`src/rtl/core_mem_arbiter.sv`:
```
`default_nettype none
// ============================================================================
// Module   : core_mem_arbiter
// Brief    : Round-robin arbiter sharing one single-port synchronous RAM
//            between the instruction-fetch and load/store ports of the core.
// Revision : 1.0  initial release
// ============================================================================
module core_mem_arbiter #(
    parameter int ADDR_W  = 32,
    parameter int DATA_W  = 32,
    parameter int MEM_LAT = 1
) (
    input  logic                  CLK,
    input  logic                  RESET,
    input  logic                  i_req,
    input  logic [ADDR_W-1:0]     i_addr,
    output logic                  i_gnt,
    output logic                  i_rvalid,
    output logic [DATA_W-1:0]     i_rdata,
    input  logic                  d_req,
    input  logic                  d_we,
    input  logic [ADDR_W-1:0]     d_addr,
    input  logic [DATA_W-1:0]     d_wdata,
    input  logic [DATA_W/8-1:0]   d_be,
    output logic                  d_gnt,
    output logic                  d_rvalid,
    output logic [DATA_W-1:0]     d_rdata,
    output logic                  mem_en,
    output logic                  mem_we,
    output logic [ADDR_W-1:0]     mem_addr,
    output logic [DATA_W-1:0]     mem_wdata,
    output logic [DATA_W/8-1:0]   mem_be,
    input  logic [DATA_W-1:0]     mem_rdata
);

    localparam logic [0:0] c_INSTR = 1'b0;
    localparam logic [0:0] c_DATA  = 1'b1;

    logic [0:0]         r_last_gnt;
    logic [MEM_LAT-1:0] r_tag_valid;
    logic [MEM_LAT-1:0] r_tag_owner;

    logic w_i_gnt;
    logic w_d_gnt;
    logic w_issue_rd;
    logic w_issue_owner;
    logic w_ret_valid;
    logic w_ret_owner;

    // Under contention the requester that did not win last time gets the slot.
    assign w_i_gnt = ~RESET & i_req & (~d_req | (r_last_gnt == c_DATA));
    assign w_d_gnt = ~RESET & d_req & (~i_req | (r_last_gnt == c_INSTR));

    assign w_issue_rd    = w_i_gnt | (w_d_gnt & ~d_we);
    assign w_issue_owner = w_d_gnt ? c_DATA : c_INSTR;

    assign i_gnt = w_i_gnt;
    assign d_gnt = w_d_gnt;

    always_comb begin
        mem_en    = 1'b0;
        mem_we    = 1'b0;
        mem_addr  = '0;
        mem_wdata = '0;
        mem_be    = '0;
        if (w_i_gnt) begin
            mem_en   = 1'b1;
            mem_addr = i_addr;
            mem_be   = '1;
        end else if (w_d_gnt) begin
            mem_en    = 1'b1;
            mem_we    = d_we;
            mem_addr  = d_addr;
            mem_wdata = d_wdata;
            mem_be    = d_be;
        end
    end

    always_ff @(posedge CLK) begin
        if (RESET) begin
            r_last_gnt  <= c_INSTR;
            r_tag_valid <= '0;
            r_tag_owner <= '0;
        end else begin
            if (w_i_gnt) begin
                r_last_gnt <= c_INSTR;
            end else if (w_d_gnt) begin
                r_last_gnt <= c_DATA;
            end
            r_tag_valid[0] <= w_issue_rd;
            r_tag_owner[0] <= w_issue_owner;
            for (int k = 1; k < MEM_LAT; k++) begin
                r_tag_valid[k] <= r_tag_valid[k-1];
                r_tag_owner[k] <= r_tag_owner[k-1];
            end
        end
    end

    // The tail of the tag pipe lines up with the cycle mem_rdata is valid.
    assign w_ret_valid = r_tag_valid[MEM_LAT-1] & ~RESET;
    assign w_ret_owner = r_tag_owner[MEM_LAT-1];

    assign i_rvalid = w_ret_valid & (w_ret_owner == c_INSTR);
    assign d_rvalid = w_ret_valid & (w_ret_owner == c_DATA);
    assign i_rdata  = i_rvalid ? mem_rdata : '0;
    assign d_rdata  = d_rvalid ? mem_rdata : '0;

endmodule
`default_nettype wire
```
`config.mk`:
```
export PLATFORM = sky130hd
export DESIGN_NAME = core_mem_arbiter
export DESIGN_NICKNAME = d
export VERILOG_FILES = /design/src/rtl/core_mem_arbiter.sv
export SDC_FILE = /design/constraint.sdc
export NUM_CORES = 1
export LEC_CHECK = 0
export CAP_MARGIN = 10
export CORE_AREA = 4 4 103 105
export DETAILED_ROUTE_END_ITERATION = 7
export DIE_AREA = 0 0 107 109
export PLACE_DENSITY = 0.62
export SYNTH_ARGS = -nofsm -noshare
export SYNTH_HDL_FRONTEND = slang
export SYNTH_SLANG_ARGS = --single-unit
```
`constraint.sdc`:
```
create_clock -name CLK -period 1.5 [get_ports CLK]
set_input_delay 0.225 -clock CLK [delete_from_list [all_inputs] [get_ports CLK]]
set_output_delay 0.225 -clock CLK [all_outputs]
set_load 0.05 [all_outputs]
```
# Word-level counts from Yosys, hierarchy flattened

Cells that the tools add are included.

Memory bits (read-only): 0
Bits in latches: 0
Memories kept: 0
Bits in writable memories: 0
Output and inout port bits: 138
Bits of input ports: 137
Bits in registers: 3
Word-level logic and storage cells: 33

$lt $le $gt $ge: 0
Reduce and logical (&&, ||, !) cells: 1
Eq/ne operators: 0
Divide/modulo/power cells: 0
Add/sub/neg operators: 0
Mux-type cells: 12
Shift operators: 0
$mul: 0
Bitwise operators: 17

Operators with widths:

| operator        | count |
|---|---|
| $mux 32         | 6 |
| $and 1x1->1     | 8 |
| $mux 4          | 2 |
| $not 1->1       | 6 |
| $mux 1          | 4 |
| $or 1x1->1      | 3 |
| $reduce_or 2->1 | 1 |

# Logic depth before layout (Yosys ltp)

Depth after elaboration: 5
Mapped depth: 6
Gate-level depth less buffers: 3

# Worst setup path before layout

OpenSTA, ideal clock, no wires.

Kind: register -> output
From: register r_last_gnt
To: output port mem_be[0]
Stages on the path, launching flop included: 5
Buffers on the path: 1
Data required time: 1.275 ns
Path slack: -0.332 ns
Arrival: 1.607 ns
Cells stage by stage: dfxtp_1 nand2b_1 buf_6 nand2_1 a21oi_1

Longest elaborated chain between the ends: 5
Elaborated cells on any way between the ends: 7
Those cells by class: mux: 2; bitwise: 5

RTL lines:

| item                   | RTL line | text |
|---|---|---|
| start, declared        | 39       | `logic [0:0] r_last_gnt;` |
| start signal, assigned | 81       | `r_last_gnt <= c_INSTR;` |
| start signal, assigned | 86       | `r_last_gnt <= c_INSTR;` |
| start signal, assigned | 88       | `r_last_gnt <= c_DATA;` |
| $not 1->1              | 52       | `assign w_d_gnt = ~RESET & d_req & (~i_req \| (r_last_gnt == c_INSTR));` |
| $or 1x1->1             | 52       |  |
| $and 1x1->1            | 52       |  |
| $mux 4                 | 70       | `end else if (w_d_gnt) begin` |
| $mux 4 (*)             | 66       | `if (w_i_gnt) begin` |
| end, declared          | 32       | `output logic [DATA_W/8-1:0] mem_be,` |

Every way passes the cells marked *; elsewhere a longest branch is shown, timed or not.

# Final worst setup path

From: register r_last_gnt
To: output port mem_we

Longest elaborated chain between the ends: 5
Elaborated cells on any way between the ends: 7
Those cells by class: mux: 2; bitwise: 5

RTL lines:

| item          | RTL line | text |
|---|---|---|
| $not 1->1     | 52       |  |
| $or 1x1->1    | 52       |  |
| $and 1x1->1   | 52       |  |
| $mux 1        | 70       |  |
| $mux 1 (*)    | 66       |  |
| end, declared | 29       | `output logic mem_we,` |

Marks and branches as above.

==> results.md <==
- Clock period minus worst slack: around 1700 ps
- Cell taking the most area after synthesis: nor2_1
- Die W: between 100 and 150 um
- Synth top area cells: nor2_1 27%, a32oi_1 20%, and2_1 14%
- Clock Path Buffers: 2
- Slew Viols, Final: 0
- Min-Delay Path Class: primary input to flop
- Share of the yosys chip area belonging to registers: 0.04207
- Clk slew on worst S/H paths: 30 ps
- Synth unique cells: 22
- Crit path launch type: flop
- Synth Register Bits: 3
- Via count: 2936
- Clk_lat worst skew: 220 ps
- TritonCTS buffer count: 3
- Root buf cell: clkbuf_8
- Slew HR: 0.7642
- Fin worst setup slack: -211.8 ps
- GRT overflow: 0
- Mapped Avg Cell Area: 5.621 um^2
- Setup TNS: -13150 ps
- IO Count: 275
- Pwr per Cell Area: 400.0 mW/mm^2
- Routed Antenna Nets: 0
- H-tree depth: 1
- Layout cells sized above 1: 0.6748
- Layout area overhead: 354.9%
- Gr usage total: 0.1771
- Final hold slack: ~430 ps
- Vias in the first global route: 3063
- CTS tree: built
- First-pass detailed-route iteration total: 4
- Core Util, Final: 0.6737
- TritonCTS Sinks: 3
- Slew @ Worst Pin: ~350 ps
- Endpoints failing setup: 89
- Final net count: 670
- Fmax: between 0.5 and 0.6 GHz
- DP Area: 0.005655 mm^2
- Worst EP arrival: between 1000 and 1500 ps
- Area share of the largest cell type after synthesis: 0.2656
- Final Total Pwr: 2598 uW
- Final WL: 11.57 mm
- Initial DRC Count: between 80 and 90
- Rows: 36
- Drt wl/cell: 17.39 um
- Clock skew: 0.01174 ps
- CP Data Required Time: roughly 1300 ps
- Ys Warns: 0
- HPWL Detailed: 8.997 mm
- Mapped Cells: ~250
- Final GP Congestion: 0.7729
- Status: finished with violations
- Global-route wire length before repair: 16.30 mm
- Fillcell total: 743
- Final hold vios: 0
- Syn_nets: 391
- Crit end category: primary output
- Fin crit share: 1.141
- Final instance area: 0.006494 mm^2
- Vias per inst: 4.415
- Die extent in y: 109 um
- Worst Path Class, Setup: flop to primary output
- CP Max Fanout: 8
- Initial core utilization: 0.1481
- Peak VDD IR: 0.2393 mV
- Largest net degree at the start of global routing: 35
- Drt drc: 0
- Leakage: around 0.0023 uW
- RSZ-0062 raised after global routing: yes
- Max_cap viols: 0
- Ant. Diodes: 0
- Initial antenna violation count: 0
- Die area: 0.01166 mm^2
- Failing checks: negative setup slack
- PortBufs: around 270
- Syn Std Cell Area: 0.001428 mm^2
- Core Box Area: approximately 0.0096 mm^2
==> worst max-delay path, stage by stage (launching register included) <==
cell and delay (ps):
dfxtp_2 320, buf_6 120, a211oi_4 190, buf_6 190, clkbuf_16 160, and2_4 150, buf_12 130
==> cell usage in the layout, fill, tap and decap left out, drive strengths merged <==
master and n:
a21oi 6, buf 168, nor2 101, nand2 37, or2b 1, or2 1, dfxtp 3, a21boi 1
clkbuf 9, and2 33, a32oi 32, inv 2, nand2b 3, a211oi 2, clkdlybuf4s50 133
==> power by group <==
part	total, uW	switching, uW	internal, uW
logic	2260	1140	1110
registers	94.0	6.85	87.1
clock network	244	61.9	182
==> repair_timing <==
action                                  4_1_cts  5_1_grt
resized for setup                           103       58
cloned                                        5        3
pin swaps                                     7       13
setup buffers                                 5        1
endpoints found under the setup margin      106      122
hold buffers                                  0        0
==> cells by family (layout without fill, tap and decap cells) <==
group                  count (synthesis)  after routing  share of synthesized area
AOI/OAI and AO/OA                     41             41                     0.2498
buffers and inverters                 34            312                     0.1779
DFF                                    3              3                    0.04207
and+or+nand+nor                      176            176                     0.5302
==> metrics by stage <==
stage               worst slack, ps  std cells
global route                 -257.1        665
detailed placement           -408.3        650
CTS                          -208.8        664
finish                       -211.8        665
floorplan                    -164.1        254
global placement             -389.0        650
==> worst paths after layout <==
path	from	to	slack, ps	depth (start not counted)
setup / recovery	r_last_gnt	mem_we	-210	6
hold / removal	d_req	r_tag_valid	430	4
setup reg to reg	r_last_gnt	r_tag_valid	370	5
hold reg to reg	r_last_gnt	r_tag_owner	660	3
==> registers in the layout, summed over array words and instances (netlist names) <==
signal,flops
r_tag_owner,1
r_last_gnt,1
r_tag_valid,1
==> metal layers <==
layer / vias up / track usage / wire, um
li1: 1407 / - / -
met2: 149 / 0.3615 / 6737
met1: 1368 / 0.1717 / 3646
met5: - / 0 / 0
met4: 0 / 0.03105 / 109
met3: 12 / 0.06157 / 1071
==> synth_stat cells <==
| cell | instances |
|---|---|
| inv_1 | 1 |
| a32oi_1 | 32 |
| or2_1 | 1 |
| clkbuf_4 | 1 |
| a211oi_4 | 1 |
| buf_2 | 6 |
| a21oi_1 | 6 |
| inv_2 | 1 |
| buf_4 | 3 |
| clkbuf_8 | 3 |
| or2b_1 | 1 |
| buf_6 | 5 |
| nand2b_1 | 3 |
| a21boi_4 | 1 |
| nor2_1 | 101 |
| a211oi_1 | 1 |
| nand2_1 | 37 |
| dfxtp_1 | 3 |
| and2_1 | 33 |
| buf_8 | 3 |
| clkbuf_1 | 9 |
| clkbuf_2 | 2 |
==> cell type report <==
type	instances	area [um^2]	area share
clock buffers	4	45.04	0.006936
inverters	2	7.507	0.001156
multi-input cells	217	2221	0.3420
flip-flops and latches	3	63.81	0.009827
well taps	133	166.4	0.02563
repair buffers	306	3990	0.6145
(Power assumes the default switching activity.)
